`config.mk`:
```
export PLATFORM = sky130hd
export DESIGN_NAME = c64_bus_arbiter
export DESIGN_NICKNAME = d
export VERILOG_FILES = /design/src/rtl/c64_bus_pkg.sv /design/src/rtl/c64_bus_arbiter.sv
export SDC_FILE = /design/constraint.sdc
export NUM_CORES = 1
export LEC_CHECK = 0
export BUFFER_PORTS_ARGS = -buffer_cell sky130_fd_sc_hd__buf_2
export CAP_MARGIN = 0
export CORE_MARGIN = 3
export CORE_UTILIZATION = 39
export DETAILED_ROUTE_END_ITERATION = 12
export PLACE_DENSITY = 0.79
export SYNTH_ARGS = -nofsm -noshare
export SYNTH_HDL_FRONTEND = slang
export SYNTH_SLANG_ARGS = --single-unit
```
`constraint.sdc`:
```
create_clock -name clk -period 2.27 [get_ports clk]
set_input_delay 0.227 -clock clk [delete_from_list [all_inputs] [get_ports clk]]
set_output_delay 0.227 -clock clk [all_outputs]
set_load 0.05 [all_outputs]
```
`src/rtl/c64_bus_pkg.sv`:
```
// c64_bus_pkg: shared encodings and build defaults for the C64 system-RAM arbiter.
// Latency: n/a (declarations only).
// Backpressure: n/a.
package c64_bus_pkg;

  localparam int C64_AW          = 16;
  localparam int C64_DW          = 8;
  localparam int C64_STEAL_DELAY = 3;

  // Who issued the RAM access in the previous clk; steers the read-return mux.
  typedef enum logic [1:0] {
    OWN_NONE = 2'd0,
    OWN_CPU  = 2'd1,
    OWN_VIC  = 2'd2
  } owner_t;

  // Bus-steal FSM encoding.
  localparam logic [1:0] ST_RUN   = 2'd0;
  localparam logic [1:0] ST_WAIT  = 2'd1;
  localparam logic [1:0] ST_STEAL = 2'd2;

endpackage

```
`src/rtl/c64_bus_arbiter.sv`:
```
// c64_bus_arbiter: time-slices one synchronous RAM between the 6502 (PHI2) and VIC-II (PHI1/stolen PHI2).
// Latency: RAM address driven combinationally in the slot clk, read data returned in the following clk.
// Backpressure: CPU is throttled with cpu_ce (max 1 per 2 clk); during a bus steal CPU reads are frozen.
// Ports: clk/reset (async active-low); cpu_ab/cpu_do/cpu_we in, cpu_di/cpu_ce out;
//        vic_req/vic_ab/vic_steal_req in, vic_di/vic_valid/vic_aec out; ram_ab/ram_do/ram_we out, ram_di in.
module c64_bus_arbiter
  import c64_bus_pkg::*;
#(
  parameter int AW          = C64_AW,
  parameter int DW          = C64_DW,
  parameter int STEAL_DELAY = C64_STEAL_DELAY
) (
  input  logic          clk,
  input  logic          reset,
  input  logic [AW-1:0] cpu_ab,
  input  logic [DW-1:0] cpu_do,
  input  logic          cpu_we,
  output logic [DW-1:0] cpu_di,
  output logic          cpu_ce,
  input  logic          vic_req,
  input  logic [AW-1:0] vic_ab,
  output logic [DW-1:0] vic_di,
  output logic          vic_valid,
  input  logic          vic_steal_req,
  output logic          vic_aec,
  output logic [AW-1:0] ram_ab,
  output logic [DW-1:0] ram_do,
  output logic          ram_we,
  input  logic [DW-1:0] ram_di
);

  localparam int CW = (STEAL_DELAY < 1) ? 1 : $clog2(STEAL_DELAY + 1);

  logic          phi;          // 0 = PHI1 (VIC), 1 = PHI2 (CPU unless stolen)
  logic [1:0]    state_q;
  logic [1:0]    slot_st;      // state in force for the current PHI2 slot
  logic [CW-1:0] steal_cnt;
  owner_t        owner_q;
  owner_t        owner_d;
  logic [DW-1:0] cpu_di_hold;
  logic [DW-1:0] vic_di_hold;
  logic          cpu_slot;
  logic          vic_slot;

  // The FSM is resolved at the start of each PHI2 slot, so a dropped steal
  // request or an expired grace count takes effect in that very slot.
  always_comb begin
    slot_st = ST_RUN;
    case (state_q)
      ST_WAIT: begin
        if (!vic_steal_req)         slot_st = ST_RUN;
        else if (steal_cnt == '0)   slot_st = ST_STEAL;
        else                        slot_st = ST_WAIT;
      end
      ST_STEAL: slot_st = vic_steal_req ? ST_STEAL : ST_RUN;
      default:  slot_st = ST_RUN;
    endcase
  end

  // Slot ownership. In WAIT only writes are let through so the CPU can finish
  // a read-modify-write sequence; a read simply stalls with no RAM access.
  always_comb begin
    cpu_slot = 1'b0;
    vic_slot = 1'b0;
    if (!phi) begin
      vic_slot = vic_req;
    end else begin
      case (slot_st)
        ST_RUN:   cpu_slot = 1'b1;
        ST_WAIT:  cpu_slot = cpu_we;
        ST_STEAL: vic_slot = vic_req;
        default:  cpu_slot = 1'b0;
      endcase
    end
  end

  always_comb begin
    owner_d = OWN_NONE;
    if (cpu_slot)      owner_d = OWN_CPU;
    else if (vic_slot) owner_d = OWN_VIC;
  end

  // RAM side is gated by reset so every output reads 0 while reset is held.
  assign ram_ab  = !reset   ? '0 :
                   cpu_slot ? cpu_ab :
                   vic_slot ? vic_ab : '0;
  assign ram_do  = (reset && cpu_slot) ? cpu_do : '0;
  assign ram_we  = reset && cpu_slot && cpu_we;
  // In PHI1 vic_aec reflects ownership of the PHI2 slot just completed.
  assign vic_aec = reset && (phi ? (slot_st == ST_STEAL) : (state_q == ST_STEAL));

  // Return mux: data for the previous clk's access.
  assign cpu_ce    = (owner_q == OWN_CPU);
  assign cpu_di    = cpu_ce ? ram_di : cpu_di_hold;
  assign vic_valid = (owner_q == OWN_VIC);
  assign vic_di    = vic_valid ? ram_di : vic_di_hold;

  always_ff @(posedge clk or negedge reset) begin
    if (!reset) begin
      phi         <= 1'b0;
      state_q     <= ST_RUN;
      steal_cnt   <= '0;
      owner_q     <= OWN_NONE;
      cpu_di_hold <= '0;
      vic_di_hold <= '0;
    end else begin
      phi     <= ~phi;
      owner_q <= owner_d;
      if (owner_q == OWN_CPU) cpu_di_hold <= ram_di;
      if (owner_q == OWN_VIC) vic_di_hold <= ram_di;
      if (phi) begin
        case (slot_st)
          ST_RUN: begin
            if (vic_steal_req) begin
              state_q   <= ST_WAIT;
              steal_cnt <= CW'(STEAL_DELAY);
            end else begin
              state_q   <= ST_RUN;
            end
          end
          ST_WAIT: begin
            // Grace slots are consumed whether or not the CPU used them.
            state_q   <= ST_WAIT;
            steal_cnt <= steal_cnt - CW'(1);
          end
          ST_STEAL: state_q <= ST_STEAL;
          default:  state_q <= ST_RUN;
        endcase
      end
    end
  end

endmodule

```
# After elaboration in Yosys (flattened, before gate mapping)
# Cells that the tools add are included.
# word_totals
regBits,23
input_bits,53
out_inout_bits,44
# op_classes
add_sub_neg,1
eq_ne,7
mux,21
bitwise,1
n_reduce_logical,7
# ops
cell,count
two-way mux 16 bit,3
two-way mux 8 bit,3
two-way mux 2 bit,6
one-hot mux 2 bit (2 select lines),2
"equality test 2 x 1 -> 1 bit, second input constant",3
"equality test 2 bit, second input constant",3
one-hot mux 2 bit (3 select lines),1
two-way mux 1 bit,5
logical NOT 2 bit,2
logical AND 1 bit,3
AND reduction 3 bit,1
"!= test 2 bit, second input constant",1
one-hot mux 1 bit (2 select lines),1
nonzero test 2 bit,1
"subtractor 2 x 1 -> 2 bit, second input constant",1
NOT 1 bit,1

# Depth between registers and ports, before layout
# Gate-level depths: netlist of the first run.
# logic_depth
word_depth,10
depth_mapped,6
depth_no_buf,5

# Least setup slack after synthesis of the first run
# Ideal clock, no wire load.
# synth_timing
path_type,reg2out
from,register state_q[0]
to,output vic_aec
t_arrival_ns,2.425
path_slack_ns,-0.382
stages_incl_launch_ff,6
path_buffers,0
cell_sequence,dfrtp_1 inv_1 ha_1 nand2b_4 or3_2 a21boi_0
# synth_between
elab_chain_len,5
word_cells_on_any_way,6
classes_between,3 x eq/ne; 2 x mux; 1 x reduce/logical
# synth_rtl
item,line_no,text
"start, declared",c64_bus_arbiter.sv:35,logic [1:0] state_q;
"start signal, assigned",c64_bus_arbiter.sv:101,state_q <= ST_RUN;
"start signal, assigned",c64_bus_arbiter.sv:115,state_q <= ST_WAIT;
"start signal, assigned",c64_bus_arbiter.sv:118,state_q <= ST_RUN;
equality test 2 bit or equality test 2 x 1 -> 1 bit (tied branches),"c64_bus_arbiter.sv:49, c64_bus_arbiter.sv:90",
one-hot mux 2 bit (2 select lines),c64_bus_arbiter.sv:49,case (state_q)
equality test 2 bit,c64_bus_arbiter.sv:90,assign vic_aec = reset && (phi ? (slot_st == ST_STEAL) : (state_q == ST_STEAL));
two-way mux 1 bit *,c64_bus_arbiter.sv:90,
logical AND 1 bit *,c64_bus_arbiter.sv:90,
"end, declared",c64_bus_arbiter.sv:25,"output logic vic_aec,"
# Every way passes the cells marked *; elsewhere a longest branch is shown, timed or not.

# Worst setup path in the final report of the first run
# layout_timing
from,register state_q[0]
to,output ram_ab[7]
# layout_between
elab_chain_len,8
word_cells_on_any_way,13
classes_between,4 x eq/ne; 8 x mux; 1 x reduce/logical
# layout_rtl
item,line_no,text
equality test 2 bit or equality test 2 x 1 -> 1 bit (tied branches),c64_bus_arbiter.sv:49,
one-hot mux 2 bit (2 select lines) *,c64_bus_arbiter.sv:49,
equality test 2 bit,c64_bus_arbiter.sv:68,case (slot_st)
two-way mux 1 bit,c64_bus_arbiter.sv:68,
two-way mux 1 bit,c64_bus_arbiter.sv:65,if (!phi) begin
two-way mux 16 bit,c64_bus_arbiter.sv:86,vic_slot ? vic_ab : '0;
two-way mux 16 bit *,c64_bus_arbiter.sv:85,cpu_slot ? cpu_ab :
two-way mux 16 bit *,c64_bus_arbiter.sv:84,assign ram_ab = !reset ? '0 :
"end, declared",c64_bus_arbiter.sv:26,"output logic [AW-1:0] ram_ab,"
# Marks and branches as above.

==> impl_metrics.sql, run 1 <==
INSERT INTO impl_metrics (metric_group, metric, value, unit) VALUES
('outcome', 'outcome', 'complete, but fails checks', ''),
('outcome', 'violations', 'setup timing', ''),
('floorplanning', 'fp-row-count', '20', ''),
('final_layout', 'final_cell_area', '2150', 'um2'),
('floorplanning', 'io_pins', '97', ''),
('synth', 'synth.yosys.warnings', '0', ''),
('timing', 'fin_skew', '1.87', 'ps'),
('setup_path', 'setup.worst_path.class', 'register to primary output', ''),
('final_layout', 'ant_diodes', '0', ''),
('setup_path', 'critical_path.slowest_cell', 'dfrtp_1', ''),
('synth', 'synth-edff-count', '0', ''),
('cts', 'insertion_delay', '300', 'ps'),
('synth', 'synth_sequential_area_ratio', '45.5', '%'),
('timing', 'finalWorstPathRequiredPeriod', '2270', 'ps'),
('synth', 'yosys_register_bits', '23', ''),
('timing', 'report.final.hold_viol_count', '0', ''),
('placement', 'place_inst', '241', ''),
('timing', 'fmaxAchievable', '440', 'MHz'),
('final_layout', 'nNetsFinal', '266', ''),
('placement', 'place.port_buffers', '96', ''),
('global_route', 'grt_util_all_layers', '17.5', '%'),
('setup_path', 'critical_path_cell_list', 'inv_2, ha_4, nand2b_4, o2111a_2, buf_12, a22o_2, buf_6', ''),
('global_route', 'first_global_vias', '1231', ''),
('synth', 'postSynth.topFlopCell', 'dfrtp_1', ''),
('synth', 'ys_top_cells_by_area', 'dfrtp_1 (45%), mux2_2 (16%), a22o_2 (7.9%)', ''),
('setup_path', 'critPathMaxStageDelay', '410', 'ps'),
('floorplanning', 'fp.coreArea', '3080', 'um2'),
('cts', 'cts-root-buf', 'clkbuf_4', ''),
('timing', 'slew_viol_final', '0', ''),
('drt', 'detailroute.via_count', '1284', ''),
('timing', 'tightest_slew', '431', 'ps'),
('pwr', 'vdd_drop_max', '0.228', 'mV'),
('pwr', 'power.static_leakage', '1.06', 'nW'),
('hold_path', 'hold_path_depth', '2', ''),
('drt', 'finalWirelength', '4150', 'um'),
('setup_path', 'timing.critical_path.from_type', 'register', ''),
('synth', 'asyncSetResetFlopFracSynth', '100', '%'),
('final_layout', 'utilization', '69.8', '%'),
('floorplanning', 'area_enclosed_by_the_die_boundary', '3960', 'um2'),
('cts', 'max-clock-path-buffers', '2', ''),
('timing', 'setup_viol', '2', ''),
('final_layout', 'layout-drive-gt1-share', '72.7', '%'),
('setup_path', 'critical_path.endpoint_type', 'primary output', ''),
('cts', 'cts_num_sinks', '23', ''),
('synth', 'synthesis.area_per_instance', '12.3', 'um2'),
('final_layout', 'final_cells', '253', ''),
('drt', 'post_drt_wl_per_cell', '16.4', 'um'),
('placement', 'detailedPlace.worstSlack', '177', 'ps'),
('synth', 'synth_nets', '159', ''),
('global_route', 'antenna_found_initial', '0', ''),
('drt', 'average_vias_per_placed_instance', '5.08', ''),
('cts', 'tritoncts.num_buffers', '3', ''),
('synth', 'synth.lib_cells_used.distinct', '28', ''),
('synth', 'yosys.cell_count.top_type', 'dfrtp_1', ''),
('timing', 'layout_setup_ws', '-2.44', 'ps'),
('drt', 'drc_errors', '0', ''),
('floorplanning', 'starting_density', '41.1', '%'),
('setup_path', 'r2r.worst_path.cells', '5', ''),
('global_route', 'pin_count_of_the_biggest_net_entering_global_routing', '18', ''),
('global_route', 'grt_first_pass_wirelength', '5620', 'um'),
('pwr', 'power_density', '511', 'nW/um2'),
('cts', 'cts_tree', 'yes', ''),
('flow_run', 'timing.max_cap.violations', '0', ''),
('synth', 'syn_area', '1260', 'um2'),
('synth', 'synthDominantAreaCellType', 'dfrtp_1', ''),
('drt', 'drt_pass1_iterations', '4', ''),
('pwr', 'fin_total_pwr', '1.10', 'mW'),
('hold_path', 'hold_path.class', 'input pin to register', ''),
('setup_path', 'critical_path_peak_fanout', '13', ''),
('drt', 'first_iter_violations', '47', ''),
('cts', 'cts_htree_levels', '1', '');
registers in the layout, summed over array words and instances, names as in the netlist:
| name | flops |
|---|---|
| steal_cnt | 2 |
| vic_di_hold | 8 |
| cpu_di_hold | 8 |
| owner_q | 2 |
| state_q | 2 |
| phi | 1 |
worst max-delay path, delay by kind of cell (launching register included):
kind	cells	cell delay [ps]
AOI/OAI and AO/OA	2	550
DFF	1	410
buffers and inverters	3	390
adders and majority gates	1	220
and+or+nand+nor	1	180
final cells by class:
type,count,area [um2]
inverter,6,22.5
fill,242,931
sequential,23,576
multi-input combinational,71,749
tap,44,55.1
clock inverter,1,5.00
timing repair buffer,105,717
clock buffer,3,22.5
layer usage:
| metal | vias up | track usage (%) | part of all wire, % |
|---|---|---|---|
| met5 | - | 0 | 0 |
| met4 | 0 | 2.48 | 2.5 |
| met3 | 13 | 2.88 | 5.6 |
| met2 | 67 | 30.0 | 51 |
| met1 | 603 | 23.6 | 41 |
| li1 | 601 | - | - |
through the flow:
step | hold slack [ps] | TNS [ps]
2_1_floorplan | -68.6 | 0
3_3_place_gp | 141 | 0
3_5_place_dp | 142 | 0
4_1_cts | 155 | 0
5_1_grt | 156 | -850
6_report | 160 | -4.28
report_power, final:
group	switching, mW	internal, mW
clock network	0.116	0.0658
registers	0.00880	0.439
logic	0.295	0.172
total	0.419	0.677
path summary, 6_finish.rpt:
check                                  to  slack [ps]
min in group asynchronous      owner_q[1]         320
setup / recovery                ram_ab[7]          -2
hold reg to reg            cpu_di_hold[6]         510
hold / removal                 owner_q[1]         160
setup reg to reg             steal_cnt[1]         590
max in group asynchronous    steal_cnt[0]        1540
cell usage in the layout, fill, tap and decap left out, types with 2 or more instances in the layout:
| master | netlist | final |
|---|---|---|
| buf_2 | 1 | 72 |
| nand2_1 | 2 | 2 |
| a22o_4 | 0 | 3 |
| buf_8 | 0 | 3 |
| a22o_1 | 6 | 6 |
| nand2b_1 | 2 | 2 |
| ha_4 | 0 | 2 |
| nand3_1 | 2 | 2 |
| and2_1 | 10 | 10 |
| inv_2 | 0 | 2 |
| a22o_2 | 10 | 7 |
| mux2_2 | 18 | 18 |
| buf_6 | 2 | 19 |
| buf_4 | 0 | 8 |
| o2111a_2 | 1 | 3 |
| dfrtp_1 | 23 | 23 |
| clkbuf_4 | 0 | 4 |
| o21ai_0 | 3 | 3 |
| inv_1 | 6 | 4 |
cell families after synthesis:
kind of cell               after synthesis  share of synthesized area, %
AOI/OAI and AO/OA                       25                          18.3
DFF                                     23                          45.5
adders and majority gates                3                          2.97
muxes                                   19                          16.8
buffers and inverters                   11                          4.65
and+or+nand+nor                         22                          11.8
repair_timing:
| item | CTS | global route |
|---|---|---|
| hold buffers | 1 | 0 |
| pin swaps | 1 | 3 |
| endpoints found under the setup margin | 26 | 26 |
| buffers inserted | 2 | 2 |
| endpoints found under the hold margin | 12 | 0 |
| gates resized for setup | 32 | 42 |
| gates cloned | 1 | 2 |
Note: power is estimated with default switching activity, not from simulation.
==> inputs of run 2 (changes only) <==
--- a/config.mk
+++ b/config.mk
@@ -10,6 +10,7 @@
 export CORE_MARGIN = 3
 export CORE_UTILIZATION = 39
 export DETAILED_ROUTE_END_ITERATION = 12
+export MAX_ROUTING_LAYER = met4
 export PLACE_DENSITY = 0.79
 export SYNTH_ARGS = -nofsm -noshare
 export SYNTH_HDL_FRONTEND = slang
==> impl_metrics.sql, run 2 (synthesis results as in run 1) <==
INSERT INTO impl_metrics (metric_group, metric, value, unit) VALUES
('final_layout', 'ant_diodes', '0', ''),
('cts', 'cts.clk_slew.worst_paths', '120', 'ps'),
('timing', 'tightest_slew', '431', 'ps'),
('floorplanning', 'die_w', '63.0', 'um'),
('outcome', 'outcome', 'complete, but fails checks', ''),
('floorplanning', 'fp.coreArea', '3080', 'um2'),
('timing', 'setup_viol', '7', ''),
('floorplanning', 'starting_density', '41.1', '%'),
('setup_path', 'critical_path.slowest_cell', 'dfrtp_1', ''),
('floorplanning', 'chipHeight', '63.0', 'um'),
('setup_path', 'cp.depth', '7', ''),
('floorplanning', 'io_pins', '97', ''),
('drt', 'drt.antenna.violating_nets', '0', ''),
('drt', 'drc_errors', '0', ''),
('pwr', 'power_density', '510', 'nW/um2'),
('setup_path', 'critical_path.endpoint_type', 'primary output', ''),
('setup_path', 'critPathMaxStageDelay', '410', 'ps'),
('timing', 'relSlewSlack', '71.2', '%'),
('global_route', 'pin_count_of_the_biggest_net_entering_global_routing', '18', ''),
('final_layout', 'most-common-layout-cells', 'buf_2 (72), dfrtp_1 (23), buf_6 (19)', ''),
('setup_path', 'cp.required', '2040', 'ps'),
('cts', 'cts-root-buf', 'clkbuf_4', ''),
('cts', 'cts_num_sinks', '23', ''),
('placement', 'place.port_buffers', '96', ''),
('timing', 'grt_setup_unrepaired', 'true', ''),
('drt', 'detailroute.via_count', '1293', ''),
('final_layout', 'syn2layout_area_growth', '69.7', '%'),
('timing', 'fin_skew', '3.45', 'ps'),
('setup_path', 'critical_path_cell_list', 'inv_2, ha_4, nand2b_4, o2111a_2, buf_12, a22o_2, buf_6', ''),
('final_layout', 'final.fill_count', '242', ''),
('hold_path', 'hold_path_depth', '2', ''),
('cts', 'max-clock-path-buffers', '2', ''),
('setup_path', 'worst_setup_path_startpoint', 'state_q[0]', ''),
('flow_run', 'timing.max_cap.violations', '0', ''),
('timing', 'finalWorstPathRequiredPeriod', '2280', 'ps'),
('timing', 'report.final.hold_viol_count', '0', ''),
('setup_path', 'critical_path_peak_fanout', '13', ''),
('cts', 'cts_tree', 'yes', ''),
('cts', 'insertion_delay', '300', 'ps'),
('setup_path', 'worstPathBufferInverterCount', '3', ''),
('drt', 'post_drt_wl_per_cell', '16.4', 'um'),
('pwr', 'power.static_leakage', '1.06', 'nW'),
('setup_path', 'crit_arrival', '2050', 'ps'),
('final_layout', 'largest_registers', 'cpu_di_hold: 8 flops, vic_di_hold: 8 flops', ''),
('final_layout', 'layout.area.seq', '576', 'um2'),
('global_route', 'gr-total-overflow', '0', ''),
('final_layout', 'commonest_non_fill_non_tap_cell_in_the_layout', 'buf_2', ''),
('global_route', 'grt_util_all_layers', '18.0', '%'),
('hold_path', 'min-delay-start', 'vic_req', ''),
('cts', 'cts_htree_levels', '1', ''),
('timing', 'timing.final.crit_share', '100', '%'),
('final_layout', 'layout-drive-gt1-share', '72.7', '%'),
('timing', 'slew_viol_final', '0', ''),
('drt', 'first_iter_violations', '48', ''),
('cts', 'tritoncts.num_buffers', '3', ''),
('timing', 'layout_setup_ws', '-11.1', 'ps'),
('global_route', 'grt_first_pass_wirelength', '5620', 'um'),
('pwr', 'fin_total_pwr', '1.10', 'mW'),
('setup_path', 'crit_family', 'compound AO/OA/AOI/OAI gates', ''),
('final_layout', 'multi_input_area', '749', 'um2'),
('floorplanning', 'area_enclosed_by_the_die_boundary', '3960', 'um2'),
('final_layout', 'utilization', '69.8', '%'),
('drt', 'drt_pass1_iterations', '4', ''),
('final_layout', 'nNetsFinal', '266', ''),
('setup_path', 'r2r.worst_path.cells', '5', ''),
('outcome', 'violations', 'setup timing', ''),
('pwr', 'vdd_drop_max', '0.228', 'mV'),
('placement', 'finalWeightedCongestion', '0.820', ''),
('timing', 'fmaxAchievable', '438', 'MHz'),
('drt', 'finalWirelength', '4150', 'um'),
('setup_path', 'timing.critical_path.from_type', 'register', ''),
('setup_path', 'setup.worst_path.class', 'register to primary output', ''),
('floorplanning', 'fp-row-count', '20', ''),
('hold_path', 'hold_path.class', 'input pin to register', ''),
('global_route', 'first_global_vias', '1232', ''),
('global_route', 'antenna_found_initial', '0', ''),
('drt', 'average_vias_per_placed_instance', '5.11', ''),
('setup_path', 'regToRegStartpoint', 'state_q[1]', '');
==> run 2: path summary, 6_finish.rpt <==
path	slack, ps	to
min in group asynchronous	330	cpu_di_hold[0]
max in group asynchronous	1530	steal_cnt[0]
worst max register to register	580	steal_cnt[1]
worst min register to register	510	cpu_di_hold[6]
worst min-delay path	170	owner_q[1]
worst max-delay path	-10	ram_ab[11]
==> run 2: repair_timing <==
| action | 4_1_cts | 5_1_grt |
|---|---|---|
| resized for setup | 32 | 42 |
| hold buffers | 1 | 0 |
| cloned | 1 | 2 |
| endpoints found under the setup margin | 26 | 26 |
| hold endpoints to repair | 12 | 0 |
| pin swaps | 1 | 3 |
| buffers inserted | 2 | 2 |
==> run 2: layer usage <==
metal	GRT usage, %	vias up	part of all wire (%)
met5	-	-	0
met2	30.0	66	52
met4	2.48	0	2.0
met3	2.88	8	5.9
li1	-	598	-
met1	23.6	621	40
==> run 2: per-stage QoR <==
step                      worst slack, ps  cells  setup TNS [ps]  hold WS (ps)  instance area, um2
after global routing                -60.7    253            -841           156                2150
after CTS                           0.850    249               0           155                1990
after floorplan                      1.10    103               0         -68.6                1260
after detailed placement              177    241               0           142                1790
after global placement                218    241               0           141                1790
final                               -11.1    253           -27.5           168                2150
==> run 2: cell type report <==
type	instances	area share [%]
sequential	23	26.8
inverter	6	1.05
timing repair buffer	105	33.4
multi-input combinational	71	34.9
clock buffer	3	1.05
clock inverter	1	0.233
tap	44	2.56
==> run 2: power breakdown <==
| group | leakage, nW | switching, mW | internal [mW] | total [mW] |
|---|---|---|---|---|
| registers | 0.267 | 0.00890 | 0.439 | 0.448 |
| clock network | 0.0177 | 0.114 | 0.0657 | 0.180 |
| logic | 0.779 | 0.295 | 0.172 | 0.467 |
| total | 1.06 | 0.418 | 0.677 | 1.10 |
==> run 2: worst reg2reg max path: cells and delay by family (launching register included) <==
family | cells | cell delay (ps)
adder cells (fa/ha/maj) | 1 | 190
AO/OA/AOI/OAI | 2 | 460
flip-flops | 1 | 440
buffers and inverters | 1 | 100
multiplexers | 1 | 390
==> inputs of run 3 (changes only) <==
--- a/config.mk
+++ b/config.mk
@@ -12,6 +12,7 @@
 export DETAILED_ROUTE_END_ITERATION = 12
 export MAX_ROUTING_LAYER = met4
 export PLACE_DENSITY = 0.79
+export REMOVE_ABC_BUFFERS = 1
 export SYNTH_ARGS = -nofsm -noshare
 export SYNTH_HDL_FRONTEND = slang
 export SYNTH_SLANG_ARGS = --single-unit
==> impl_metrics.sql, run 3 (synthesis results as in run 1) <==
INSERT INTO impl_metrics (metric_group, metric, value, unit) VALUES
('outcome', 'outcome', 'finished clean', ''),
('final_layout', 'commonest_non_fill_non_tap_cell_in_the_layout', 'buf_2', ''),
('setup_path', 'endpoint', 'ram_ab[14]', ''),
('setup_path', 'worst_setup_path_startpoint', 'state_q[0]', ''),
('floorplanning', 'fp-row-count', '20', ''),
('hold_path', 'hold_path.class', 'input pin to register', ''),
('global_route', 'first_global_vias', '1320', ''),
('setup_path', 'regToRegStartpoint', 'state_q[1]', ''),
('setup_path', 'critical_path_cell_list', 'inv_2, ha_4, nand2b_4, o31ai_4, buf_6, a22o_2, buf_4', ''),
('global_route', 'grt_util_all_layers', '19.6', '%'),
('flow_run', 'timing.max_cap.violations', '0', ''),
('pwr', 'vdd_drop_max', '0.378', 'mV'),
('setup_path', 'critical_path.slowest_cell', 'dfrtp_1', ''),
('timing', 'finalWorstPathRequiredPeriod', '2230', 'ps'),
('final_layout', 'multi_input_area', '743', 'um2'),
('drt', 'drc_errors', '0', ''),
('timing', 'finalHoldWorstSlack', '149', 'ps'),
('drt', 'finalWirelength', '3840', 'um'),
('setup_path', 'critical_path_peak_fanout', '8', ''),
('global_route', 'grt_first_pass_wirelength', '6000', 'um'),
('drt', 'detailroute.via_count', '1281', ''),
('drt', 'average_vias_per_placed_instance', '5.08', ''),
('drt', 'drt_pass1_iterations', '4', ''),
('floorplanning', 'starting_density', '41.1', '%'),
('drt', 'post_drt_wl_per_cell', '15.2', 'um'),
('final_layout', 'layout.area.seq', '576', 'um2'),
('final_layout', 'nNetsFinal', '265', ''),
('cts', 'cts_htree_levels', '1', ''),
('final_layout', 'final.fill_count', '237', ''),
('timing', 'slew_viol_final', '0', ''),
('floorplanning', 'chipHeight', '63.0', 'um'),
('setup_path', 'crit_family', 'buffers and inverters', ''),
('global_route', 'pin_count_of_the_biggest_net_entering_global_routing', '22', ''),
('setup_path', 'cp.depth', '7', ''),
('timing', 'relSlewSlack', '70.5', '%'),
('final_layout', 'largest_registers', 'cpu_di_hold: 8 flops, vic_di_hold: 8 flops', ''),
('setup_path', 'crit-reg2reg-capture', 'steal_cnt[1]', ''),
('pwr', 'power_density', '517', 'nW/um2'),
('floorplanning', 'area_enclosed_by_the_die_boundary', '3960', 'um2'),
('cts', 'cts.clk_slew.worst_paths', '120', 'ps'),
('final_layout', 'final_cells', '252', ''),
('timing', 'grt_setup_unrepaired', 'true', ''),
('placement', 'place_inst', '241', ''),
('cts', 'cts_num_sinks', '23', ''),
('setup_path', 'crit_arrival', '2000', 'ps'),
('setup_path', 'setup.reg_to_reg.worst_slack', '640', 'ps'),
('hold_path', 'min-delay-start', 'vic_req', ''),
('cts', 'cts_tree', 'yes', ''),
('placement', 'post-dp-hpwl', '2650', 'um'),
('cts', 'tritoncts.num_buffers', '3', ''),
('global_route', 'gr-total-overflow', '0', ''),
('pwr', 'power.static_leakage', '1.03', 'nW'),
('floorplanning', 'fp.coreArea', '3080', 'um2'),
('setup_path', 'cp.required', '2040', 'ps'),
('drt', 'first_iter_violations', '32', ''),
('timing', 'layout_setup_ws', '43.5', 'ps'),
('setup_path', 'r2r.worst_path.cells', '5', ''),
('final_layout', 'ant_diodes', '0', ''),
('timing', 'tightest_slew', '442', 'ps'),
('floorplanning', 'io_pins', '97', ''),
('final_layout', 'layout-drive-gt1-share', '71.6', '%'),
('cts', 'cts-root-buf', 'clkbuf_4', ''),
('setup_path', 'timing.critical_path.from_type', 'register', ''),
('timing', 'fmaxAchievable', '449', 'MHz'),
('placement', 'detailedPlace.worstSlack', '184', 'ps'),
('setup_path', 'critPathMaxStageDelay', '410', 'ps'),
('timing', 'timing.final.crit_share', '98.1', '%'),
('hold_path', 'hold_path_depth', '2', ''),
('timing', 'fin_skew', '6.30', 'ps'),
('cts', 'insertion_delay', '310', 'ps'),
('floorplanning', 'die_w', '63.0', 'um'),
('setup_path', 'worstPathBufferInverterCount', '3', ''),
('timing', 'setup_viol', '0', ''),
('placement', 'place.port_buffers', '96', ''),
('final_layout', 'most-common-layout-cells', 'buf_2 (71), dfrtp_1 (23), mux2_2 (18)', ''),
('timing', 'report.final.hold_viol_count', '0', ''),
('global_route', 'antenna_found_initial', '0', ''),
('cts', 'max-clock-path-buffers', '2', ''),
('placement', 'finalWeightedCongestion', '0.774', ''),
('drt', 'drt.antenna.violating_nets', '0', ''),
('setup_path', 'critical_path.endpoint_type', 'primary output', ''),
('setup_path', 'setup.worst_path.class', 'register to primary output', ''),
('final_layout', 'syn2layout_area_growth', '65.1', '%');
-- run 3: per-layer routing --
metal / share of wire [%] / vias to the layer above / global-route usage (%)
met3: 8.8 / 4 / 4.86
met2: 53 / 76 / 35.8
met5: 0 / - / -
met1: 37 / 601 / 21.5
li1: - / 600 / -
met4: 0.50 / 0 / 3.86
-- run 3: repair_timing --
| item | in CTS | in global routing |
|---|---|---|
| setup buffers | 1 | 0 |
| endpoints found under the setup margin | 26 | 26 |
| gates resized for setup | 31 | 30 |
| pin swaps | 1 | 5 |
| endpoints found under the hold margin | 2 | 0 |
| hold buffers | 2 | 0 |
| gates cloned | 2 | 2 |
-- run 3: stage by stage --
stage          utilization (%)  setup TNS, ps  area, um2  power (mW)
2_1_floorplan                -           -382       1230       0.734
3_3_place_gp              58.0              0       1790       0.847
3_5_place_dp              58.0              0       1790       0.851
4_1_cts                   64.3           -296       1980        1.07
5_1_grt                   67.8           -622       2090        1.14
6_report                  67.8              0       2090        1.08
-- run 3: final cells by class --
class                      count  area share (%)
timing repair buffer         103            31.8
sequential                    23            27.6
clock inverter                 1           0.240
multi-input combinational     72            35.6
clock buffer                   3            1.08
tap                           44            2.64
inverter                       6            1.08
-- run 3: worst reg2reg max path: stages, from the launching register on --
cell	delay, ps
dfrtp_1	430
inv_1	120
ha_4	210
a21oi_4	100
o211ai_1	300
mux2_2	370
-- run 3: worst min-delay path by stage --
stage,to,slack [ps]
after floorplan,cpu_di_hold[0],-70
after global placement,state_q[1],60
after detailed placement,state_q[1],50
after CTS,owner_q[1],120
after global routing,owner_q[1],130
final,owner_q[1],150
-- run 3: power by group --
group / switching, mW / internal (mW)
Combinational: 0.287 / 0.159
Clock: 0.121 / 0.0660
Sequential: 0.00802 / 0.439
